<file path="src/rtl/seq_modulo_pkg.sv">
// Shared types and derived widths for the iterative modulo/division unit.
package seq_modulo_pkg;

    typedef enum logic [1:0] {
        IDLE,
        CALC,
        DONE
    } state_t;

    // Bit-counter width; never narrower than one bit.
    function automatic int cnt_width(input int w);
        return (w <= 2) ? 1 : $clog2(w);
    endfunction

endpackage

</file>
<file path="src/rtl/seq_modulo_mod_step.sv">
// One restoring-division step: shift in the next dividend bit, subtract the
// divisor if it fits, and emit the resulting quotient bit.
module mod_step #(
    parameter int WIDTH = 8
) (
    input  logic [WIDTH:0]   r,
    input  logic             q_msb,
    input  logic [WIDTH-1:0] d,
    output logic [WIDTH:0]   r_next,
    output logic             q_bit
);

    logic [WIDTH:0] t;
    logic [WIDTH:0] d_ext;
    logic           unused_r_msb;

    // R stays below D between steps, so its top bit never carries information.
    assign unused_r_msb = r[WIDTH];
    assign t            = {r[WIDTH-1:0], q_msb};
    assign d_ext        = {1'b0, d};

    always_comb begin
        q_bit  = 1'b0;
        r_next = t;
        if (t >= d_ext) begin
            q_bit  = 1'b1;
            r_next = t - d_ext;
        end
    end

endmodule

</file>
<file path="src/rtl/seq_modulo.sv">
// Handshaked iterative unsigned divider: one quotient bit per cycle, result
// held in DONE until the consumer takes it.
module seq_modulo
    import seq_modulo_pkg::*;
#(
    parameter int WIDTH = 8
) (
    input  logic             clock,
    input  logic             reset_n,
    input  logic             in_valid,
    output logic             in_ready,
    input  logic [WIDTH-1:0] dividend,
    input  logic [WIDTH-1:0] divisor,
    output logic             out_valid,
    input  logic             out_ready,
    output logic [WIDTH-1:0] remainder,
    output logic [WIDTH-1:0] quotient,
    output logic             div_by_zero
);

    localparam int CNT_W = cnt_width(WIDTH);

    state_t           state, state_nx;
    logic [WIDTH:0]   r_q, r_nx;
    logic [WIDTH-1:0] q_q, d_q;
    logic [CNT_W-1:0] cnt;
    logic             dbz_q;
    logic             q_bit;
    logic             accept;

    mod_step #(.WIDTH(WIDTH)) u_step (
        .r      (r_q),
        .q_msb  (q_q[WIDTH-1]),
        .d      (d_q),
        .r_next (r_nx),
        .q_bit  (q_bit)
    );

    // in_ready is gated by reset_n so it reads low for the whole reset window.
    assign in_ready    = reset_n && (state == IDLE);
    assign out_valid   = (state == DONE);
    assign accept      = in_valid && in_ready;
    assign remainder   = r_q[WIDTH-1:0];
    assign quotient    = q_q;
    assign div_by_zero = dbz_q;

    always_ff @(posedge clock or negedge reset_n) begin
        if (!reset_n) state <= IDLE;
        else          state <= state_nx;
    end

    always_comb begin
        state_nx = state;
        case (state)
            IDLE:    if (accept)      state_nx = CALC;
            CALC:    if (cnt == '0)   state_nx = DONE;
            DONE:    if (out_ready)   state_nx = IDLE;
            default:                  state_nx = IDLE;
        endcase
    end

    always_ff @(posedge clock or negedge reset_n) begin
        if (!reset_n) begin
            r_q   <= '0;
            q_q   <= '0;
            d_q   <= '0;
            cnt   <= '0;
            dbz_q <= 1'b0;
        end else if (accept) begin
            r_q   <= '0;
            q_q   <= dividend;
            d_q   <= divisor;
            cnt   <= CNT_W'(WIDTH - 1);
            dbz_q <= (divisor == '0);
        end else if (state == CALC) begin
            r_q <= r_nx;
            q_q <= {q_q[WIDTH-2:0], q_bit};
            if (cnt != '0) cnt <= cnt - CNT_W'(1);
        end
    end

endmodule

</file>
<file path="config.mk">
export PLATFORM = sky130hd
export DESIGN_NAME = seq_modulo
export DESIGN_NICKNAME = d
export VERILOG_FILES = /design/src/rtl/seq_modulo_pkg.sv /design/src/rtl/seq_modulo_mod_step.sv /design/src/rtl/seq_modulo.sv
export SDC_FILE = /design/constraint.sdc
export NUM_CORES = 1
export LEC_CHECK = 0
export BUFFER_PORTS_ARGS = -buffer_cell sky130_fd_sc_hd__buf_2
export CORE_MARGIN = 1
export CORE_UTILIZATION = 50
export CTS_BUF_LIST = sky130_fd_sc_hd__clkbuf_8
export CTS_CLUSTER_DIAMETER = 50
export DETAILED_ROUTE_END_ITERATION = 12
export PLACE_DENSITY = 0.74
export SYNTH_ARGS = -nofsm -noshare
export SYNTH_HDL_FRONTEND = slang
export SYNTH_SLANG_ARGS = --single-unit
</file>
<file path="constraint.sdc">
create_clock -name clock -period 2.65 [get_ports clock]
set_input_delay 0.6625 -clock clock [delete_from_list [all_inputs] [get_ports clock]]
set_output_delay 0.6625 -clock clock [all_outputs]
set_load 0.005 [all_outputs]
</file>
# Word level (Yosys, flattened, before mapping)
# Cells that the tools add are included.
[classes]
add_sub_neg = 2
n_lt_le_gt_ge = 1
eq_ne = 5
muxes = 13
reduce_logical = 10
[ops]
columns = ["op", "n"]
rows = [
  ["$mux 8", 5],
  ["$ge 9x8->1", 1],
  ["$mux 3", 3],
  ["$logic_not 8->1", 1],
  ["$sub 8x8->8", 1],
  ["$mux 2", 3],
  ["$pmux 2 s3", 1],
  ["$ne 2x2->1 const B", 2],
  ["$reduce_bool 2->1", 2],
  ["$logic_not 3->1", 1],
  ["$reduce_and 3->1", 1],
  ["$reduce_bool 3->1", 1],
  ["$sub 3x1->3 const B", 1],
  ["$eq 2x1->1 const B", 1],
  ["$eq 2x2->1 const B", 1],
  ["$logic_and 1x1->1", 2],
  ["$logic_not 2->1", 1],
  ["$ne 2x1->1 const B", 1],
  ["$reduce_and 2->1", 1],
  ["$mux 1", 1],
]
[totals]
register_bits = 30
inputBits = 20
output_inout_bits = 19
wordCells = 37

# Logic depth before layout (Yosys ltp)
[depth]
depth_word = 5
mapped_depth = 9
ltp_nobuf = 8

# Cells and area by module
# Synthesis repeated with hierarchy kept, for this count alone.
[unflattened]
cells_unflattened = 211
hier_area_um2 = 1981.9
[modules_own_cells]
columns = ["mod", "instances", "cells_per_inst", "area_per_inst_um2", "seq_area_each_um2"]
rows = [
  ["seq_modulo", 1, 135, 1435.1, 775.7],
  ["mod_step", 1, 76, 546.8, 0.0],
]

# Least setup slack after synthesis
# OpenSTA, ideal clock, no wires.
[synth_path]
path_type = "register to register"
from = "register r_q[5]"
to = "register r_q[2]"
setup_ns = 0.126
arrival_ns = 2.058
required_ns = 2.524
setup_slack_ns = 0.466
stages_incl_launch_ff = 9
n_path_buf = 3
synth_period_minus_slack_ns = 2.184
path_cell_list = "dfrtp_1 > ha_1 > buf_6 > a21o_1 > a211o_1 > buf_6 > or2_1 > buf_6 > a221o_1"
[synth_via]
elab_chain_len = 4
[synth_lines]
columns = ["element", "line_no", "source"]
rows = [
  ["start: declaration", "seq_modulo.sv:24", "logic [WIDTH:0] r_q, r_nx;"],
  ["start signal: assignment", "seq_modulo.sv:76", "r_q <= r_nx;"],
  ["$ge 9x8->1", "seq_modulo_mod_step.sv:25", "if (t >= d_ext) begin"],
  ["$mux 8", "seq_modulo_mod_step.sv:25", ""],
  ["$mux 8", "seq_modulo.sv:75", "end else if (state == CALC) begin"],
  ["$mux 8", "seq_modulo.sv:69", "end else if (accept) begin"],
]
# No other way between the ends. The select of a mux whose other input is x is not followed.
# A chain may end at the register's enable or synchronous reset.

# Worst setup path after layout
[layout_path]
from = "register r_q[2]"
to = "register r_q[2]"
# Same word-level chain as after synthesis.

==> metrics <==
status complete, no violations; Yosys reg bits 30; Row Count 21; final total power slightly below 3 mW; Post-CTS Hold Fix Bufs 0; leading cell type in the layout, fill and taps excluded buf_2; max-slew violations 0; Critical Path Start Type register; syn nets 230; Seq/Total Area, Yosys between 40 and 50%; DRT iter0 DRCs 105; die width between 60 and 70 um; largest net degree at the start of global routing 27; Synth Warn # 0; critical path class register to register; max cap viols 0; unrepaired setup endpoints after global routing no; share of cells above drive strength 1 about 22%; Setup WS pre-CTS between 0.4 and 0.5 ns; final worst-path cycle share between 80 and 90%; worst-skew pair later-pin latency around 0.28 ns; vias in the first global route ~1400; CTS clk-pin slew, worst paths ~0.07 ns; DRC viols 0; Final Util ~62%; largest family of logic cells by synthesized area compound AO/OA/AOI/OAI gates; Final Skew roughly 0.0048 ns; post-route ant nets 0; Fmax 0.440 GHz; Setup TNS 0 ns; synth unique cells 40; Syn Inst Count ~200; # setup viols final 0; most frequent cells in the layout buf_2 (38), nand2_1 (34), dfrtp_1 (30); Vias/cell roughly 5.6; Mapped Avg Cell Area roughly 9 sq um; core area approximately 3400 sq um; CP Capture Type register; initial antenna violation count 0; wirelength, routed between 3000 and 4000 um; Final nets ~270; WP data required 2.82 ns; Worst Hold Class primary input to async pin; GPL Wtd Cong between 0.9 and 1; DP Wirelength 3020 um; Final Hold Fails 0; height of the die roughly 60 um; Synth Area in Simple Gates between 10% and 20%; Post-Synth XOR/XNOR Area 1.47%; Synth Cell Area about 1800 sq um; crit path DAT between 2 and 2.5 ns; LEAKAGE 1.07 nW; H-tree depth 2; post_cts resized 0; Adder-Cell Fraction of Synth Area a little over 8%; compound-gate portion of the synthesized area between 20% and 30%; first-pass GRT wire length between 6000 and 7000 um; via count 1588; final setup margin 0.376 ns; DR WL/cell between 10 and 15 um; clock tree from TritonCTS done; I/O Pins 39; total CTS buffers 5; FF/Latch Area 751 sq um; Power Density between 1000 and 1500 nW/um^2; die area between 3000 and 4000 sq um; synthesis-to-layout area growth 17.3%; Worst slew margin 62.4%; crit-path max FO 10; worst vdd ir 710 uV; filler cell count 320; Multi-input gate area ~890 sq um; First-pass DRT Iterations 4; Initial Util 53.0%; total track usage a little under a quarter; fraction of synthesized area in multiplexers 0%; Longest Clk Path Bufs 2; post-CTS setup buffer count 0; Worst Tran Pin Value 0.564 ns; minimum clock period ~2.3 ns; Clock Sinks 30; # port buffers 38; worst hold slack 0.208 ns; CTS Root Cell clkbuf_8; GRT overflow 0
==> registers in the layout, indices dropped and copies added, names as in the netlist <==
signal and flops:
quotient 8, d_q 8, cnt 3, div_by_zero 1
r_q 8, state 2
==> through the flow <==
step,cells,cell area (sq um)
after global placement,276,1990
after CTS,284,2090
after detailed placement,276,1990
after global routing,284,2090
final,285,2090
after floorplan,199,1780
==> Yosys cell counts <==
cell type	number	share of area, %
and3b_1	1	0.49
nor2b_1	4	1.4
o211ai_1	9	3.8
xor2_1	2	0.98
nand2b_1	5	1.8
o311ai_1	2	0.98
a21oi_2	1	0.49
o2bb2ai_1	1	0.49
o221ai_1	1	0.49
and4_1	1	0.49
or2_1	1	0.35
buf_4	1	0.42
a21o_1	2	0.84
nand3_1	5	1.4
dfrtp_1	30	42
nor4_1	2	0.70
buf_6	3	1.9
a21oi_1	6	1.7
a222oi_1	7	3.9
and2_1	1	0.35
a211o_1	1	0.49
a22oi_1	1	0.42
nor3_1	3	0.84
clkbuf_1	7	1.5
o21ai_1	1	0.28
a2111o_1	1	0.63
o21ai_0	14	3.9
ha_1	10	7.0
fa_1	1	1.1
a221o_1	1	0.56
and3_1	4	1.4
a31oi_2	1	0.70
nor2_1	8	1.7
nand3b_1	2	0.84
a211oi_1	2	0.84
inv_1	20	4.2
xnor2_1	1	0.49
or2_2	1	0.35
o31a_1	1	0.49
nand2_1	34	7.2
==> critical path: stages (launching register included) <==
cell,delay (ns)
dfrtp_1,0.42
ha_1,0.37
and3_1,0.22
o21ai_1,0.20
a31oi_2,0.25
or2_1,0.36
a221o_1,0.34
==> routing by layer <==
layer	global-route usage, %	up-vias	routed length [um]
met5	0	-	0
li1	-	783	-
met3	4.55	4	169
met1	31.8	750	1870
met4	8.89	0	34
met2	35.5	51	1930
==> report_power, final <==
part / internal [mW] / total (mW) / switching (mW)
clock: 0.208 / 0.388 / 0.179
sequential: 0.673 / 0.816 / 0.144
combinational: 0.730 / 1.73 / 0.995
==> final cells by class <==
cell class,count,share of cell area [%]
diodes,1,0.120
clock buffers,6,3.95
clock inverters,2,0.598
inverters,20,3.59
multi-input cells,138,42.5
flip-flops and latches,30,35.9
well taps,46,2.75
repair buffers,42,10.5
==> path summary, 6_finish.rpt <==
kind / start / to / slack [ns] / cells past startpoint
worst min-delay path: reset_n / state[0] / 0.21 / 1
worst max-delay path: r_q[2] / r_q[2] / 0.38 / 6
max in group asynchronous: reset_n / d_q[6] / 1.89 / 2
worst min register to register: div_by_zero / div_by_zero / 0.49 / 2
min in group clock: div_by_zero / div_by_zero / 0.49 / 2
worst max register to register: r_q[2] / r_q[2] / 0.38 / 6
==> cells by family (layout without fill, tap and decap cells) <==
group,after synthesis,count (layout)
and+or+nand+nor,72,72
AOI/OAI and AO/OA,52,52
buffers and inverters,31,70
DFF,30,30
adders and majority gates,11,11
xor gates and xnor gates,3,3
other,0,1
Note: power is estimated with default switching activity, not from simulation.
